## config.mk

```make
export PLATFORM = sky130hd
export DESIGN_NAME = sequence_pattern_generator
export DESIGN_NICKNAME = d
export VERILOG_FILES = /design/src/rtl/seq_pattern_pkg.sv /design/src/rtl/piso_shift_reg.sv /design/src/rtl/sequence_pattern_generator.sv
export SDC_FILE = /design/constraint.sdc
export NUM_CORES = 1
export LEC_CHECK = 0
export ABC_AREA = 1
export BUFFER_PORTS_ARGS = -buffer_cell sky130_fd_sc_hd__buf_4
export CAP_MARGIN = 40
export CORE_ASPECT_RATIO = 0.6
export CORE_UTILIZATION = 52
export DETAILED_ROUTE_END_ITERATION = 12
export HOLD_SLACK_MARGIN = 0.02
export MAX_ROUTING_LAYER = met4
export PLACE_DENSITY = 0.75
export SLEW_MARGIN = 0
export SYNTH_ARGS = -nofsm -noshare
export SYNTH_HDL_FRONTEND = slang
export SYNTH_HIERARCHICAL = 1
export SYNTH_SLANG_ARGS = --single-unit
```

## constraint.sdc

```tcl
create_clock -name clk -period 1.82 [get_ports clk]
set_clock_uncertainty 0.2 [all_clocks]
set_input_delay 0.091 -clock clk [delete_from_list [all_inputs] [get_ports clk]]
set_output_delay 0.091 -clock clk [all_outputs]
set_load 0.02 [all_outputs]
```

## src/rtl/seq_pattern_pkg.sv

```systemverilog
// Shared types and constants for the serial pattern generator and its detector benches.
// Latency: n/a (declarations only).
// Backpressure: n/a.
package seq_pattern_pkg;

    // Default parameter values for the generator.
    localparam int SPG_PAT_W = 4;
    localparam int SPG_CNT_W = 4;
    localparam int SPG_GAP_W = 4;

    // Canonical sequence the detectors look for.
    localparam logic [3:0] DET_PATTERN = 4'b1101;

    typedef enum logic [1:0] {
        IDLE  = 2'd0,
        SHIFT = 2'd1,
        GAP   = 2'd2
    } spg_state_t;

endpackage

```

## src/rtl/piso_shift_reg.sv

```systemverilog
// Parallel-in serial-out shift register, MSB first, zero-filled from the LSB end.
// Latency: dout reflects a load or shift at the same clock edge (registered MSB).
// Backpressure: none; load has priority over shift, neither enable holds the contents.
//
// Ports: clk, restn (async active-low), load/shift enables, din parallel word,
//        dout = current MSB.
module piso_shift_reg #(
    parameter int W = 4
) (
    input  logic         clk,
    input  logic         restn,
    input  logic         load,
    input  logic         shift,
    input  logic [W-1:0] din,
    output logic         dout
);

    logic [W-1:0] sr;

    always_ff @(posedge clk or negedge restn) begin
        if (!restn) begin
            sr <= '0;
        end else if (load) begin
            sr <= din;
        end else if (shift) begin
            sr <= {sr[W-2:0], 1'b0};
        end
    end

    assign dout = sr[W-1];

endmodule

```

## src/rtl/sequence_pattern_generator.sv

```systemverilog
// Serial pattern transmitter: sends a latched pattern MSB-first, repeated with optional gaps.
// Latency: start sampled at edge E0 drives bit 0 from E0; done pulses at the edge after the last bit.
// Backpressure: none downstream; start is ignored while busy, abort cancels any frame in flight.
//
// Ports: clk, restn (async active-low), start, abort, pattern, repeat_n (frames-1),
//        gap (idle cycles between frames) -> out, out_valid, busy, done.
module sequence_pattern_generator
    import seq_pattern_pkg::*;
#(
    parameter int PAT_W = SPG_PAT_W,
    parameter int CNT_W = SPG_CNT_W,
    parameter int GAP_W = SPG_GAP_W
) (
    input  logic             clk,
    input  logic             restn,
    input  logic             start,
    input  logic             abort,
    input  logic [PAT_W-1:0] pattern,
    input  logic [CNT_W-1:0] repeat_n,
    input  logic [GAP_W-1:0] gap,
    output logic             out,
    output logic             out_valid,
    output logic             busy,
    output logic             done
);

    localparam int BIT_W = $clog2(PAT_W);
    localparam logic [BIT_W-1:0] BIT_LAST = BIT_W'(PAT_W - 1);
    localparam logic [BIT_W-1:0] BIT_ONE  = BIT_W'(1);
    localparam logic [CNT_W-1:0] FRM_ONE  = CNT_W'(1);
    localparam logic [GAP_W-1:0] GAP_ONE  = GAP_W'(1);

    spg_state_t       state;
    logic [PAT_W-1:0] pat_lat;
    logic [GAP_W-1:0] gap_lat;
    logic [BIT_W-1:0] bit_cnt;   // index of the bit currently on the line
    logic [CNT_W-1:0] frm_cnt;   // frames still to send after the current one
    logic [GAP_W-1:0] gap_cnt;   // gap cycles left after the current one

    logic             last_bit;
    logic             sr_load;
    logic             sr_shift;
    logic [PAT_W-1:0] sr_din;

    assign last_bit = (bit_cnt == BIT_LAST);

    // Shift-register control. The register drains to zero as the last bit is
    // shifted out, so out is already 0 in GAP and after done; abort loads zero
    // explicitly because it can happen mid-frame.
    always_comb begin
        sr_load  = 1'b0;
        sr_shift = 1'b0;
        sr_din   = pat_lat;
        case (state)
            IDLE: begin
                if (start) begin
                    sr_load = 1'b1;
                    sr_din  = pattern;
                end
            end
            SHIFT: begin
                if (abort) begin
                    sr_load = 1'b1;
                    sr_din  = '0;
                end else if (last_bit && (frm_cnt != '0) && (gap_lat == '0)) begin
                    sr_load = 1'b1;
                end else begin
                    sr_shift = 1'b1;
                end
            end
            GAP: begin
                if (abort) begin
                    sr_load = 1'b1;
                    sr_din  = '0;
                end else if (gap_cnt == '0) begin
                    sr_load = 1'b1;
                end
            end
            default: begin
                sr_load = 1'b1;
                sr_din  = '0;
            end
        endcase
    end

    always_ff @(posedge clk or negedge restn) begin
        if (!restn) begin
            state     <= IDLE;
            pat_lat   <= '0;
            gap_lat   <= '0;
            bit_cnt   <= '0;
            frm_cnt   <= '0;
            gap_cnt   <= '0;
            out_valid <= 1'b0;
            busy      <= 1'b0;
            done      <= 1'b0;
        end else begin
            done <= 1'b0;
            case (state)
                IDLE: begin
                    if (start) begin
                        state     <= SHIFT;
                        pat_lat   <= pattern;
                        gap_lat   <= gap;
                        frm_cnt   <= repeat_n;
                        bit_cnt   <= '0;
                        out_valid <= 1'b1;
                        busy      <= 1'b1;
                    end
                end
                SHIFT: begin
                    if (abort) begin
                        state     <= IDLE;
                        bit_cnt   <= '0;
                        frm_cnt   <= '0;
                        gap_cnt   <= '0;
                        out_valid <= 1'b0;
                        busy      <= 1'b0;
                    end else if (last_bit) begin
                        bit_cnt <= '0;
                        if (frm_cnt == '0) begin
                            state     <= IDLE;
                            out_valid <= 1'b0;
                            busy      <= 1'b0;
                            done      <= 1'b1;
                        end else begin
                            frm_cnt <= frm_cnt - FRM_ONE;
                            if (gap_lat != '0) begin
                                // Count the remaining gap cycles so the
                                // terminal value 0 marks the last one.
                                state     <= GAP;
                                gap_cnt   <= gap_lat - GAP_ONE;
                                out_valid <= 1'b0;
                            end
                        end
                    end else begin
                        bit_cnt <= bit_cnt + BIT_ONE;
                    end
                end
                GAP: begin
                    if (abort) begin
                        state     <= IDLE;
                        bit_cnt   <= '0;
                        frm_cnt   <= '0;
                        gap_cnt   <= '0;
                        out_valid <= 1'b0;
                        busy      <= 1'b0;
                    end else if (gap_cnt == '0) begin
                        state     <= SHIFT;
                        bit_cnt   <= '0;
                        out_valid <= 1'b1;
                    end else begin
                        gap_cnt <= gap_cnt - GAP_ONE;
                    end
                end
                default: begin
                    state     <= IDLE;
                    out_valid <= 1'b0;
                    busy      <= 1'b0;
                end
            endcase
        end
    end

    piso_shift_reg #(.W(PAT_W)) u_piso (
        .clk   (clk),
        .restn (restn),
        .load  (sr_load),
        .shift (sr_shift),
        .din   (sr_din),
        .dout  (out)
    );

endmodule

```

==> impl_table.tex <==
\begin{tabular}{lr}
\hline
Metric & Value \\
\hline
\multicolumn{2}{l}{\textbf{GRT}} \\
Vias in the first global route & 1395 \\
Remaining global-route overflow & 0 \\
Antenna violations before repair & 0 \\
Global-route wire length before repair & 6310 um \\
Maximum number of pins on one net before global-route repair & 28 \\
Global routing usage summed across all routing layers & 25.9\% \\
\multicolumn{2}{l}{\textbf{Critical path}} \\
Cell repeated most along the worst path & nand3\_1 \\
Crit start category & register \\
Worst path bufs/invs & 1 \\
Critical Path Sink Type & register \\
Required arrival time at the worst endpoint & 1.83 ns \\
Cells along the critical path & buf\_4 -> ha\_4 -> nor2\_1 -> o21ai\_1 -> nand3\_1 -> nand2\_4 -> nor2\_4 -> nand2\_1 -> nand3\_1 \\
Path type of the worst setup path & reg -> reg \\
Critical path fanouts, max & 6 \\
Highest cell delay on the worst timing path & 0.43 ns \\
Gate family responsible for the most delay along the worst path & simple AND/OR/NAND/NOR gates \\
R2R setup slack & 0.05 ns \\
CP max-delay cell & dfrtp\_1 \\
Critical path arrival & 1.79 ns \\
\multicolumn{2}{l}{\textbf{Final layout}} \\
Layout overhead on the synthesized area & 36.1\% \\
Layout net count & 315 \\
Final instance area & 0.00231 sq mm \\
Inserted Diodes & 0 \\
Number of inserted filler cells in the final layout & 202 \\
Storage cell area & 676 sq um \\
Highest-count cells in the layout ignoring fill and taps & nand2\_1, buf\_4, inv\_1, dfrtp\_1, nand3\_1 \\
Area of the multi-input gates & 985 sq um \\
Fraction of layout cells with a size suffix above 1 & 28.8\% \\
Most common library cell in the layout ignoring fill and taps & nand2\_1 \\
Final Core Density & 77.5\% \\
\multicolumn{2}{l}{\textbf{Placement}} \\
DPL Wire Length & 2880 um \\
Area of placed instances & 0.00199 sq mm \\
GPL Wtd Cong & 0.853 \\
Number of I/O port buffers & 19 \\
\multicolumn{2}{l}{\textbf{Clock tree}} \\
\# H-tree levels & 1 \\
CTS tree & built \\
Clock latency on the worst-skew pair & 0.27 ns \\
CTS clk-pin slew, worst paths & 0.09 ns \\
Root Buffer & clkbuf\_8 \\
Number of buffers added by the clock tree synthesis step & 3 \\
Number of clock sinks & 27 \\
Clock buffer depth & 2 \\
\multicolumn{2}{l}{\textbf{Timing}} \\
Actual slew at the worst max-slew pin & 0.360 ns \\
Final Max Slew Viols & 0 \\
Period utilisation layout & 97.4\% \\
Total of endpoints with negative setup slack in the final report & 0 \\
Timing-limited maximum frequency & 564 MHz \\
Worst rel slew slack & 76.0\% \\
Minimum clock period & 1.77 ns \\
Final Hold Vio Count & 0 \\
\multicolumn{2}{l}{\textbf{Drt}} \\
Detailed Route WL & 4430 um \\
Ratio of routed vias to standard cells & 5.12 \\
DRC violation count after routing & 0 \\
Antenna Nets Post-Route & 0 \\
Via count & 1691 \\
DRC violation total after the first TritonRoute iteration & 124 \\
Pre-Repair DR Iteration Count & 5 \\
Routed length per placed instance & 13.4 um \\
\multicolumn{2}{l}{\textbf{Die}} \\
Core region area & 0.00298 sq mm \\
Die area & 0.00351 sq mm \\
Standard-cell rows & 15 \\
Initial core utilization & 56.9\% \\
Top Ports & 20 \\
Die width & 75.8 um \\
Die outline height & 46.3 um \\
\multicolumn{2}{l}{\textbf{Synthesis}} \\
Cells after Synth & 234 \\
Average instance area after synthesis & 7.26 sq um \\
Cell area after synthesis & 0.00170 sq mm \\
Register bit count reported by yosys & 27 \\
Sequential fraction of the synthesis area & 39.8\% \\
Mapped Nets & 260 \\
Synth unique cells & 24 \\
Synthesis warning total & 6 \\
\multicolumn{2}{l}{\textbf{Status}} \\
Result of the run & finished clean \\
\multicolumn{2}{l}{\textbf{Power}} \\
Total power per unit cell area & 1490 mW/mm\^{}2 \\
Leakage Power & 1.21 nW \\
Worst vdd rail ir drop & 0.864 mV \\
\multicolumn{2}{l}{\textbf{Min path}} \\
Min-delay worst type & in -> async \\
\multicolumn{2}{l}{\textbf{Flow run}} \\
Count of max-cap constraint violations & 0 \\
\hline
\end{tabular}
==> final timing paths <==
path / from / end / cells after the start
hold reg to reg: out_valid / out_valid / 2
min in group clk: start / busy / 5
max in group asynchronous: restn / state[1] / 2
hold / removal: restn / gap_cnt[1] / 2
setup / recovery: state[1] / u_piso/sr[2] / 9
setup reg to reg: state[1] / u_piso/sr[2] / 9
==> sequential cells by signal, indices dropped and copies added (netlist names) <==
register / cells
done: 1
pat_lat: 4
u_piso/sr: 4
bit_cnt: 2
frm_cnt: 4
state: 2
out_valid: 1
gap_lat: 4
busy: 1
gap_cnt: 4
==> cells in the mapped netlist <==
master	n	area, sq um
buf_2	1	5.00
inv_1	32	120
ha_1	10	125
a31oi_1	1	6.26
or2_4	1	8.76
or2_2	1	6.26
nor2_2	3	18.8
nand2_1	77	289
nand3_2	2	20.0
xor2_1	1	8.76
nand3_1	21	105
inv_2	3	11.3
o21ai_1	1	5.00
nor2_4	2	22.5
a21oi_4	1	16.3
nand4_1	2	12.5
nor2_1	17	63.8
o21ai_0	20	100
nand2_2	4	25.0
a21boi_0	1	7.51
o22ai_1	3	18.8
clkinv_2	1	5.00
dfrtp_1	27	676
nand2_4	2	22.5
==> final cells by class <==
cell class              instances  share of cell area, %
multi-input cells             170                   42.6
flip-flops and latches         27                   29.2
repair buffers                 51                   18.1
inverters                      36                   5.90
well taps                      42                   2.27
clock buffers                   4                   1.95
==> kinds of logic after synthesis <==
kind of cell | count (synthesis) | share of synthesized area [%]
AOI/OAI and AO/OA | 27 | 9.06
xor gates and xnor gates | 1 | 0.516
adders and majority gates | 10 | 7.36
buffers and inverters | 37 | 8.32
DFF | 27 | 39.8
and+or+nand+nor | 132 | 35.0
==> what timing repair did <==
item                       4_1_cts  5_1_grt
hold endpoints to repair        41        0
resized for setup                4       33
setup endpoints to repair        4       15
buffers inserted                 1        3
hold buffers                    14        0
pin swaps                        1       10
cloned                           0        0
==> routing by layer <==
layer / part of all wire [%] / vias to the layer above / routed length (um) / global-route usage (%)
li1: - / 845 / - / -
met1: 50 / 774 / 2200 / 36.7
met2: 43 / 66 / 1880 / 39.1
met3: 6.6 / 6 / 293 / 5.69
met4: 1.2 / 0 / 51 / 3.33
met5: 0 / - / 0 / -
==> through the flow <==
stage	setup TNS (ns)	hold slack [ns]	cells	total power (W)	setup WS, ns
floorplan	0	-0.405	234	0.00220	0.0347
global placement	0	-0.175	308	0.00273	0.0132
detailed placement	-0.0755	-0.172	308	0.00276	-0.0263
CTS	0	0.0726	327	0.00317	0.000547
global route	-0.0911	0.122	330	0.00373	-0.0397
finish	0	0.0691	330	0.00346	0.0471
==> power breakdown <==
part           switching [W]  total (W)  internal (W)
combinational        0.00126    0.00211      0.000849
clock               0.000187   0.000345      0.000157
sequential          0.000159    0.00100      0.000844
No activity file was read; power rests on OpenSTA's default activity.
